$ cat src/rtl/pipeline_pkg.sv
// Shared types and default widths for the pipeline hazard/forwarding controller.
package pipeline_pkg;

   localparam int unsigned ADDRESSWIDTH_DEF = 4;
   localparam int unsigned REGNUM_DEF       = 2 ** ADDRESSWIDTH_DEF;

   typedef enum logic [1:0] {
      FWD_REG = 2'b00,
      FWD_WB  = 2'b01,
      FWD_M   = 2'b10
   } fwd_sel_t;

   typedef enum logic {
      IDLE = 1'b0,
      WAIT = 1'b1
   } mem_state_t;

endpackage

$ cat src/rtl/hazard_match.sv
// Per-operand address comparator: forwarding hits from M/WB and load-use hit against E.
module hazard_match
   import pipeline_pkg::*;
#(
   parameter int unsigned ADDRESSWIDTH = ADDRESSWIDTH_DEF,
   parameter bit          ZEROREG      = 1'b0
) (
   input  logic [ADDRESSWIDTH-1:0] src_addr_d_i,
   input  logic                    src_used_d_i,
   input  logic [ADDRESSWIDTH-1:0] src_addr_e_i,
   input  logic                    src_used_e_i,
   input  logic [ADDRESSWIDTH-1:0] dest_addr_e_i,
   input  logic                    dest_is_load_e_i,
   input  logic [ADDRESSWIDTH-1:0] dest_addr_m_i,
   input  logic                    dest_wr_m_i,
   input  logic [ADDRESSWIDTH-1:0] dest_addr_wb_i,
   input  logic                    dest_wr_wb_i,
   output logic                    hit_m_o,
   output logic                    hit_wb_o,
   output logic                    hit_load_o
);

   logic src_e_live;
   logic src_d_live;

   // A hardwired-zero source never depends on an in-flight producer.
   assign src_e_live = src_used_e_i && !(ZEROREG && (src_addr_e_i == '0));
   assign src_d_live = src_used_d_i && !(ZEROREG && (src_addr_d_i == '0));

   assign hit_m_o    = src_e_live && dest_wr_m_i  && (dest_addr_m_i  == src_addr_e_i);
   assign hit_wb_o   = src_e_live && dest_wr_wb_i && (dest_addr_wb_i == src_addr_e_i);
   assign hit_load_o = src_d_live && dest_is_load_e_i && (dest_addr_e_i == src_addr_d_i);

endmodule

$ cat src/rtl/pipeline_hazard_ctrl.sv
// Hazard/forwarding controller for the 5-stage pipeline: forwarding, load-use,
// variable-latency memory wait FSM, branch flush priority and perf counters.
module pipeline_hazard_ctrl
   import pipeline_pkg::*;
#(
   parameter int unsigned ADDRESSWIDTH = ADDRESSWIDTH_DEF,
   parameter int unsigned NREAD        = 2,
   parameter bit          ZEROREG      = 1'b0,
   parameter int unsigned MAXWAIT      = 15,
   parameter int unsigned CNTWIDTH     = 16
) (
   input  logic                          clock,
   input  logic                          reset,
   input  logic [NREAD*ADDRESSWIDTH-1:0] srcAddrD,
   input  logic [NREAD-1:0]              srcUsedD,
   input  logic [NREAD*ADDRESSWIDTH-1:0] srcAddrE,
   input  logic [NREAD-1:0]              srcUsedE,
   input  logic [ADDRESSWIDTH-1:0]       destAddrE,
   input  logic                          destIsLoadE,
   input  logic [ADDRESSWIDTH-1:0]       destAddrM,
   input  logic                          destWrM,
   input  logic [ADDRESSWIDTH-1:0]       destAddrWB,
   input  logic                          destWrWB,
   input  logic                          takeBranchE,
   input  logic                          memReqM,
   input  logic                          memAckM,
   output logic [2*NREAD-1:0]            fwdSelE,
   output logic                          stallF,
   output logic                          stallD,
   output logic                          stallE,
   output logic                          stallM,
   output logic                          flushD,
   output logic                          flushE,
   output logic                          flushWB,
   output logic                          memWait,
   output logic                          memTimeout,
   output logic [CNTWIDTH-1:0]           stallCount,
   output logic [CNTWIDTH-1:0]           flushCount
);

   localparam int unsigned WaitW = $clog2(MAXWAIT + 1);

   logic [NREAD-1:0]   hit_m, hit_wb, hit_load;
   logic [2*NREAD-1:0] fwd_sel;

   for (genvar gi = 0; gi < NREAD; gi++) begin : g_operand
      hazard_match #(
         .ADDRESSWIDTH (ADDRESSWIDTH),
         .ZEROREG      (ZEROREG)
      ) u_hazard_match (
         .src_addr_d_i     (srcAddrD[gi*ADDRESSWIDTH +: ADDRESSWIDTH]),
         .src_used_d_i     (srcUsedD[gi]),
         .src_addr_e_i     (srcAddrE[gi*ADDRESSWIDTH +: ADDRESSWIDTH]),
         .src_used_e_i     (srcUsedE[gi]),
         .dest_addr_e_i    (destAddrE),
         .dest_is_load_e_i (destIsLoadE),
         .dest_addr_m_i    (destAddrM),
         .dest_wr_m_i      (destWrM),
         .dest_addr_wb_i   (destAddrWB),
         .dest_wr_wb_i     (destWrWB),
         .hit_m_o          (hit_m[gi]),
         .hit_wb_o         (hit_wb[gi]),
         .hit_load_o       (hit_load[gi])
      );
      assign fwd_sel[2*gi +: 2] = hit_m[gi] ? FWD_M : (hit_wb[gi] ? FWD_WB : FWD_REG);
   end

   mem_state_t          state_q;
   logic [WaitW-1:0]    wait_cnt_q;
   logic                timeout_q;
   logic [CNTWIDTH-1:0] stall_cnt_q, stall_cnt_d;
   logic [CNTWIDTH-1:0] flush_cnt_q, flush_cnt_d;
   logic                load_use, mem_stall, br_flush, stall_fd;

   always_comb begin
      load_use  = |hit_load;
      mem_stall = (state_q == WAIT) || (memReqM && !memAckM);
      br_flush  = takeBranchE && !mem_stall;
      // A taken branch squashes the load-use consumer, so it never stalls.
      stall_fd  = mem_stall || (load_use && !takeBranchE);
      stall_cnt_d = (stall_fd && (stall_cnt_q != '1)) ? stall_cnt_q + CNTWIDTH'(1) : stall_cnt_q;
      flush_cnt_d = (br_flush && (flush_cnt_q != '1)) ? flush_cnt_q + CNTWIDTH'(1) : flush_cnt_q;
   end

   always_ff @(posedge clock or negedge reset) begin
      if (!reset) begin
         state_q     <= IDLE;
         wait_cnt_q  <= '0;
         timeout_q   <= 1'b0;
         stall_cnt_q <= '0;
         flush_cnt_q <= '0;
      end else begin
         stall_cnt_q <= stall_cnt_d;
         flush_cnt_q <= flush_cnt_d;
         case (state_q)
            IDLE: begin
               wait_cnt_q <= '0;
               if (memReqM && !memAckM) state_q <= WAIT;
            end
            WAIT: begin
               if (memAckM) begin
                  state_q    <= IDLE;
                  wait_cnt_q <= '0;
               end else begin
                  if (wait_cnt_q != WaitW'(MAXWAIT)) wait_cnt_q <= wait_cnt_q + WaitW'(1);
                  // This is the MAXWAIT-th un-acked WAIT cycle; the FSM keeps waiting.
                  if (wait_cnt_q >= WaitW'(MAXWAIT - 1)) timeout_q <= 1'b1;
               end
            end
            default: state_q <= IDLE;
         endcase
      end
   end

   // Combinational outputs are masked so everything reads 0 while reset is held.
   assign fwdSelE    = reset ? fwd_sel : '0;
   assign stallF     = reset && stall_fd;
   assign stallD     = reset && stall_fd;
   assign stallE     = reset && mem_stall;
   assign stallM     = reset && mem_stall;
   assign flushWB    = reset && mem_stall;
   assign flushD     = reset && br_flush;
   assign flushE     = reset && (br_flush || (load_use && !mem_stall));
   assign memWait    = (state_q == WAIT);
   assign memTimeout = timeout_q;
   assign stallCount = stall_cnt_q;
   assign flushCount = flush_cnt_q;

endmodule

$ cat config.mk
export PLATFORM = sky130hd
export DESIGN_NAME = pipeline_hazard_ctrl
export DESIGN_NICKNAME = d
export VERILOG_FILES = /design/src/rtl/pipeline_pkg.sv /design/src/rtl/hazard_match.sv /design/src/rtl/pipeline_hazard_ctrl.sv
export SDC_FILE = /design/constraint.sdc
export NUM_CORES = 1
export LEC_CHECK = 0
export CORE_MARGIN = 2
export CORE_UTILIZATION = 35
export CTS_CLUSTER_DIAMETER = 80
export DETAILED_ROUTE_END_ITERATION = 10
export DONT_BUFFER_PORTS = 1
export HOLD_SLACK_MARGIN = 0.15
export PLACE_DENSITY_LB_ADDON = 0.25
export RECOVER_POWER = 50
export SYNTH_ARGS = -nofsm -noshare
export SYNTH_HDL_FRONTEND = slang
export SYNTH_SLANG_ARGS = --single-unit
$ cat constraint.sdc
create_clock -name clock -period 2.7 [get_ports clock]
set_clock_uncertainty 0.15 [all_clocks]
set_input_delay 0.675 -clock clock [delete_from_list [all_inputs] [get_ports clock]]
set_output_delay 0.675 -clock clock [all_outputs]
set_load 0.1 [all_outputs]
==> Yosys cells after proc, flatten, opt, wreduce, memory -nomap -nowiden <==
Cells that the tools add are included.
{ "classes": {"add_sub_neg": 3, "mul": 0, "div": 0, "magnitude_cmp": 1, "n_eq_ne": 10, "shifts": 0, "n_mux": 11, "n_bitwise": 2, "n_reduce_logical": 30} }
{ "ops": {"columns": ["op", "count"], "rows": [
  ["$add 16x1->16 const B", 2],
  ["$ne 16x16->1 const B", 2],
  ["$eq 4x4->1", 6],
  ["$logic_and 1x1->1", 22],
  ["$mux 4", 3],
  ["$pmux 4 s2", 1],
  ["$add 4x1->4 const B", 1],
  ["$ge 4x4->1 const B", 1],
  ["$mux 1", 4],
  ["$mux 2", 2],
  ["$ne 4x4->1 const B", 1],
  ["$logic_not 1->1", 3],
  ["$logic_or 1x1->1", 3],
  ["$ne 3x2->1 const B", 1],
  ["$reduce_and 3->1", 1],
  ["$not 1->1", 2],
  ["$pmux 1 s2", 1],
  ["$reduce_or 2->1", 1]
]} }
{ "totals": {"reg_bits": 38, "latch_bits": 0, "ramBits": 0, "rom_bits": 0, "inputBits": 40, "output_inout_bits": 45, "elab_cells": 62, "n_memories": 0} }

==> Longest topological paths before layout <==
{ "logic_depth": {"ltp_word": 7, "mapped_depth": 8} }

==> Hierarchy <==
From an unflattened synthesis, not the netlist that was laid out.
{ "hier_totals": {"cells_unflattened": 237, "area_unflattened_um2": 2368.5} }
{ "modules_own_cells": {"columns": ["module", "n_inst", "cells_each", "area_per_inst_um2", "seq_area_each_um2"], "rows": [
  ["pipeline_hazard_ctrl", 1, 193, 2048.2, 950.9],
  ["hazard_match", 2, 22, 160.2, 0.0]
]} }

==> Least setup slack after synthesis <==
Ideal clock, no wire load.
{ "synth_path": {"path_kind": "in2out", "start": "input port srcAddrE[1]", "end": "output port fwdSelE[0]", "arrival_time_ns": 2.978, "required_time_ns": 1.875, "path_slack_ns": -1.103, "cell_stages": 4, "cell_sequence": "xnor2_1 > nand3_1 > nor4_1 > nor3_1"} }
{ "synth_between": {"elab_chain_len": 5} }
{ "synth_rtl": {"columns": ["element", "line", "source"], "rows": [
  ["start, declared", "pipeline_hazard_ctrl.sv:16", "input logic [NREAD*ADDRESSWIDTH-1:0] srcAddrE,"],
  ["$eq 4x4->1", "hazard_match.sv:31", "assign hit_wb_o = src_e_live && dest_wr_wb_i && (dest_addr_wb_i == src_addr_e_i);"],
  ["$logic_and 1x1->1", "hazard_match.sv:31", null],
  ["$mux 1", "pipeline_hazard_ctrl.sv:65", "assign fwd_sel[2*gi +: 2] = hit_m[gi] ? FWD_M : (hit_wb[gi] ? FWD_WB : FWD_REG);"],
  ["$mux 2 *", "pipeline_hazard_ctrl.sv:65", null],
  ["$mux 4 *", "pipeline_hazard_ctrl.sv:116", "assign fwdSelE = reset ? fwd_sel : '0;"],
  ["end, declared", "pipeline_hazard_ctrl.sv:27", "output logic [2*NREAD-1:0] fwdSelE,"]
]} }
Mark *: on every way between the ends. The rest lies on a longest branch, timed or not.

==> Final worst setup path <==
{ "layout_path": {"start": "input port srcAddrD[3]", "end": "output port stallF"} }
{ "layout_between": {"elab_chain_len": 6} }
{ "layout_rtl": {"columns": ["element", "line", "source"], "rows": [
  ["start, declared", "pipeline_hazard_ctrl.sv:14", "input logic [NREAD*ADDRESSWIDTH-1:0] srcAddrD,"],
  ["$eq 4x4->1", "hazard_match.sv:32", "assign hit_load_o = src_d_live && dest_is_load_e_i && (dest_addr_e_i == src_addr_d_i);"],
  ["$logic_and 1x1->1", "hazard_match.sv:32", null],
  ["$reduce_or 2->1", "pipeline_hazard_ctrl.sv:76", "load_use = |hit_load;"],
  ["$logic_and 1x1->1", "pipeline_hazard_ctrl.sv:80", "stall_fd = mem_stall || (load_use && !takeBranchE);"],
  ["$logic_or 1x1->1", "pipeline_hazard_ctrl.sv:80", null],
  ["$logic_and 1x1->1", null, null],
  ["end, declared", "pipeline_hazard_ctrl.sv:28", "output logic stallF,"]
]} }
No other way between the ends.

==> reports/qor.yml <==
status: "completed"
die-area_sq_um: 6995
yosys_warnings: 0
clockBufferDepth: 2
clockPowerShare: 0.194
yosysTopAreaCell: "dfrtp_1"
numCtsBuffers: 5
antenna_left: 0
syn_to_final_growth_pct: 26.66
top_layer_used: "met4"
hp-class: "primary input to flop"
synth_cells: 213
ios: 85
start_util: 0.3557
tritoncts: "built"
vias: 1773
place_congestion: 0.7903
dieHeight_microns: 83.64
antenna_found_initial: 0
nets: 305
row_count: 29
cts_setup_buffers: 0
drt-initial-drc-count: 55
cp_max_fo: 2
synth_top_area_frac: 0.4284
final.setup.tns_ns: 0
slew_headroom: 0.1761
wl_met3_microns: 420
power_frac_seq: 0.290
cts.sinks: 38
die_width_microns: 83.64
synthFlopType: "dfrtp_1"
drc: 0
ctsHtreeMaxLevel: 2
hold_violations: 0
met2_wirelength_mm: 2.513
cp_slowest_cell: "buf_12"
switching_power_mw: 1.267
hpwl_mm: 3.663
synthTopCellsByCount: "xnor2_1 (39), dfrtp_1 (38), nand3_1 (18), nand4_1 (18)"
maxSlewViolCount: 0
fin_crit_sh: 0.9849
peakVddDrop_mv: 0.5553
max_stage_delay_ns: 0.24
ys_ff_latch: 38
netlist_area_sq_um: 2220
wire_per_inst_microns: 14.78
finalSetupViolCount: 0
crit_required_ns: 1.88
crit_type: "primary input to primary output"
syn-num-nets: 257
portBuffers: 0
grt_overflow_total: 0
drive_above_1_share: 0.2863
yosysSeqAreaShare: 0.4284
worst_setup_path_end_kind: "primary output"
p_comb_frac: 0.515
insertion_delay_ns: 0.29
cap_violations: 0
clkTransAtPathRegs_ns: 0.08
synth.most_common_cell: "xnor2_1"
clock-root-buffer: "clkbuf_8"
grt_pass1_vias: 1862
worst_pin_slew_ns: 1.236
core_area_sq_um: 6241
cp.arrival_ns: 1.83
wl_met1_mm: 2.016
max_freq_ghz: 0.3761
track_usage: 0.1473
p_leak_nw: 1.199
synth-edff-count: 0
intPower_mw: 1.186
viasPerCell: 5.230
synth_cell_types: 40
period_needed_ns: 2.659
async_flop_share: 1.000
synth.area.top_cells: "dfrtp_1 (43%), xnor2_1 (15%), xor2_1 (5.1%), nand4_1 (5.1%), nand3_1 (4.1%)"
antennaDiodeCount: 0
firstDrtPassIters: 4
wl_mm: 5.009
swShare: 0.5163
grt_start_max_net_pins: 39
p_per_area_nw_per_um2: 872.4
power_mw: 2.453
path_cells: "xor2_1 > nor3_2 > nand4_1 > o21ai_2 > and2_4 > buf_12"
grt_pass1_wl_mm: 8.459
syn_avg_cell_area_sq_um: 10.42
crit_path_start_kind: "primary input"
cell families (layout without fill, tap and decap cells):
logic type | after synthesis | in the layout | synth area share
compound gates | 14 | 14 | 0.05807
xor+xnor | 52 | 52 | 0.2052
fa+ha+maj | 4 | 4 | 0.02255
buf+inv | 10 | 59 | 0.02368
flops | 38 | 38 | 0.4284
mux | 4 | 4 | 0.02029
simple gates | 91 | 91 | 0.2418
layout by cell type, fill, tap and decap left out, drive strengths merged, types with 7 or more instances in the layout:
master	synthesis	layout
xnor2	39	39
dfrtp	38	38
buf	4	33
nand3	19	19
clkbuf	3	19
nand4	18	18
nand2	14	14
xor2	13	13
nor3	10	10
and3	9	9
nor2	7	7
power groups by stage:
stage               combinational, mW  sequential [mW]  clock [mW]
floorplan                       0.313             1.44           0
global placement                 1.28            0.720           0
detailed placement               1.29            0.725           0
CTS                              1.31            0.715       0.491
global route                     1.33            0.727       0.517
finish                           1.26            0.712       0.477
area by class of cell:
type | instances | area [sq um]
repair buffers | 48 | 399.1
well taps | 77 | 96.34
inverters | 3 | 11.26
multi-input cells | 165 | 1244
fillers | 599 | 3430
clock inverters | 3 | 40.04
clock buffers | 5 | 68.82
flip-flops and latches | 38 | 952.2
sequential cells by signal (all words and copies together) (netlist names):
signal / cells
flushCount: 16
memTimeout: 1
memWait: 1
stallCount: 16
wait_cnt_q: 4
critical path, delay by kind of cell:
family | cells | cell delay (ns)
buffers and inverters | 1 | 0.24
AND/OR/NAND/NOR | 3 | 0.53
XOR/XNOR | 1 | 0.15
AO/OA/AOI/OAI | 1 | 0.23
path summary, 6_finish.rpt:
| path | from | endpoint | slack [ns] | depth (start not counted) |
|---|---|---|---|---|
| setup / recovery | srcAddrD[3] | stallF | 0.04 | 6 |
| hold / removal | memAckM | memWait$_DFF_PN0_ | 0.29 | 1 |
| setup reg to reg | stallCount[0]$_DFFE_PN0P_ | stallCount[1]$_DFFE_PN0P_ | 0.54 | 6 |
| hold reg to reg | memTimeout$_DFFE_PN0P_ | memTimeout$_DFFE_PN0P_ | 0.33 | 1 |
| max in group asynchronous | reset | memWait$_DFF_PN0_ | 0.82 | 2 |
| min in group asynchronous | reset | stallCount[6]$_DFFE_PN0P_ | 0.93 | 2 |
routing by layer:
layer / vias to the layer above / GRT usage
li1: 855 / -
met1: 850 / 0.1759
met2: 62 / 0.2509
met3: 6 / 0.05341
met4: 0 / 0.03959
met5: - / 0
per-stage QoR:
| stage | hold WS, ns | setup WS, ns | area [sq um] | util | std cells |
|---|---|---|---|---|---|
| after floorplan | 0.2294 | -0.2591 | 2261 | - | 213 |
| after global placement | 0.2308 | 0.02883 | 2726 | 0.4368 | 329 |
| after detailed placement | 0.2307 | 0.03996 | 2726 | 0.4368 | 329 |
| after CTS | 0.2758 | 0.03174 | 2865 | 0.4591 | 339 |
| after global routing | 0.2809 | -0.01689 | 2811 | 0.4505 | 339 |
| final | 0.2853 | 0.04090 | 2811 | 0.4505 | 339 |
repair_timing:
action	CTS	global route
hold buffers	2	0
gates resized for setup	0	1
hold endpoints to repair	38	0
setup endpoints to repair	0	2
No activity file was read; power rests on OpenSTA's default activity.
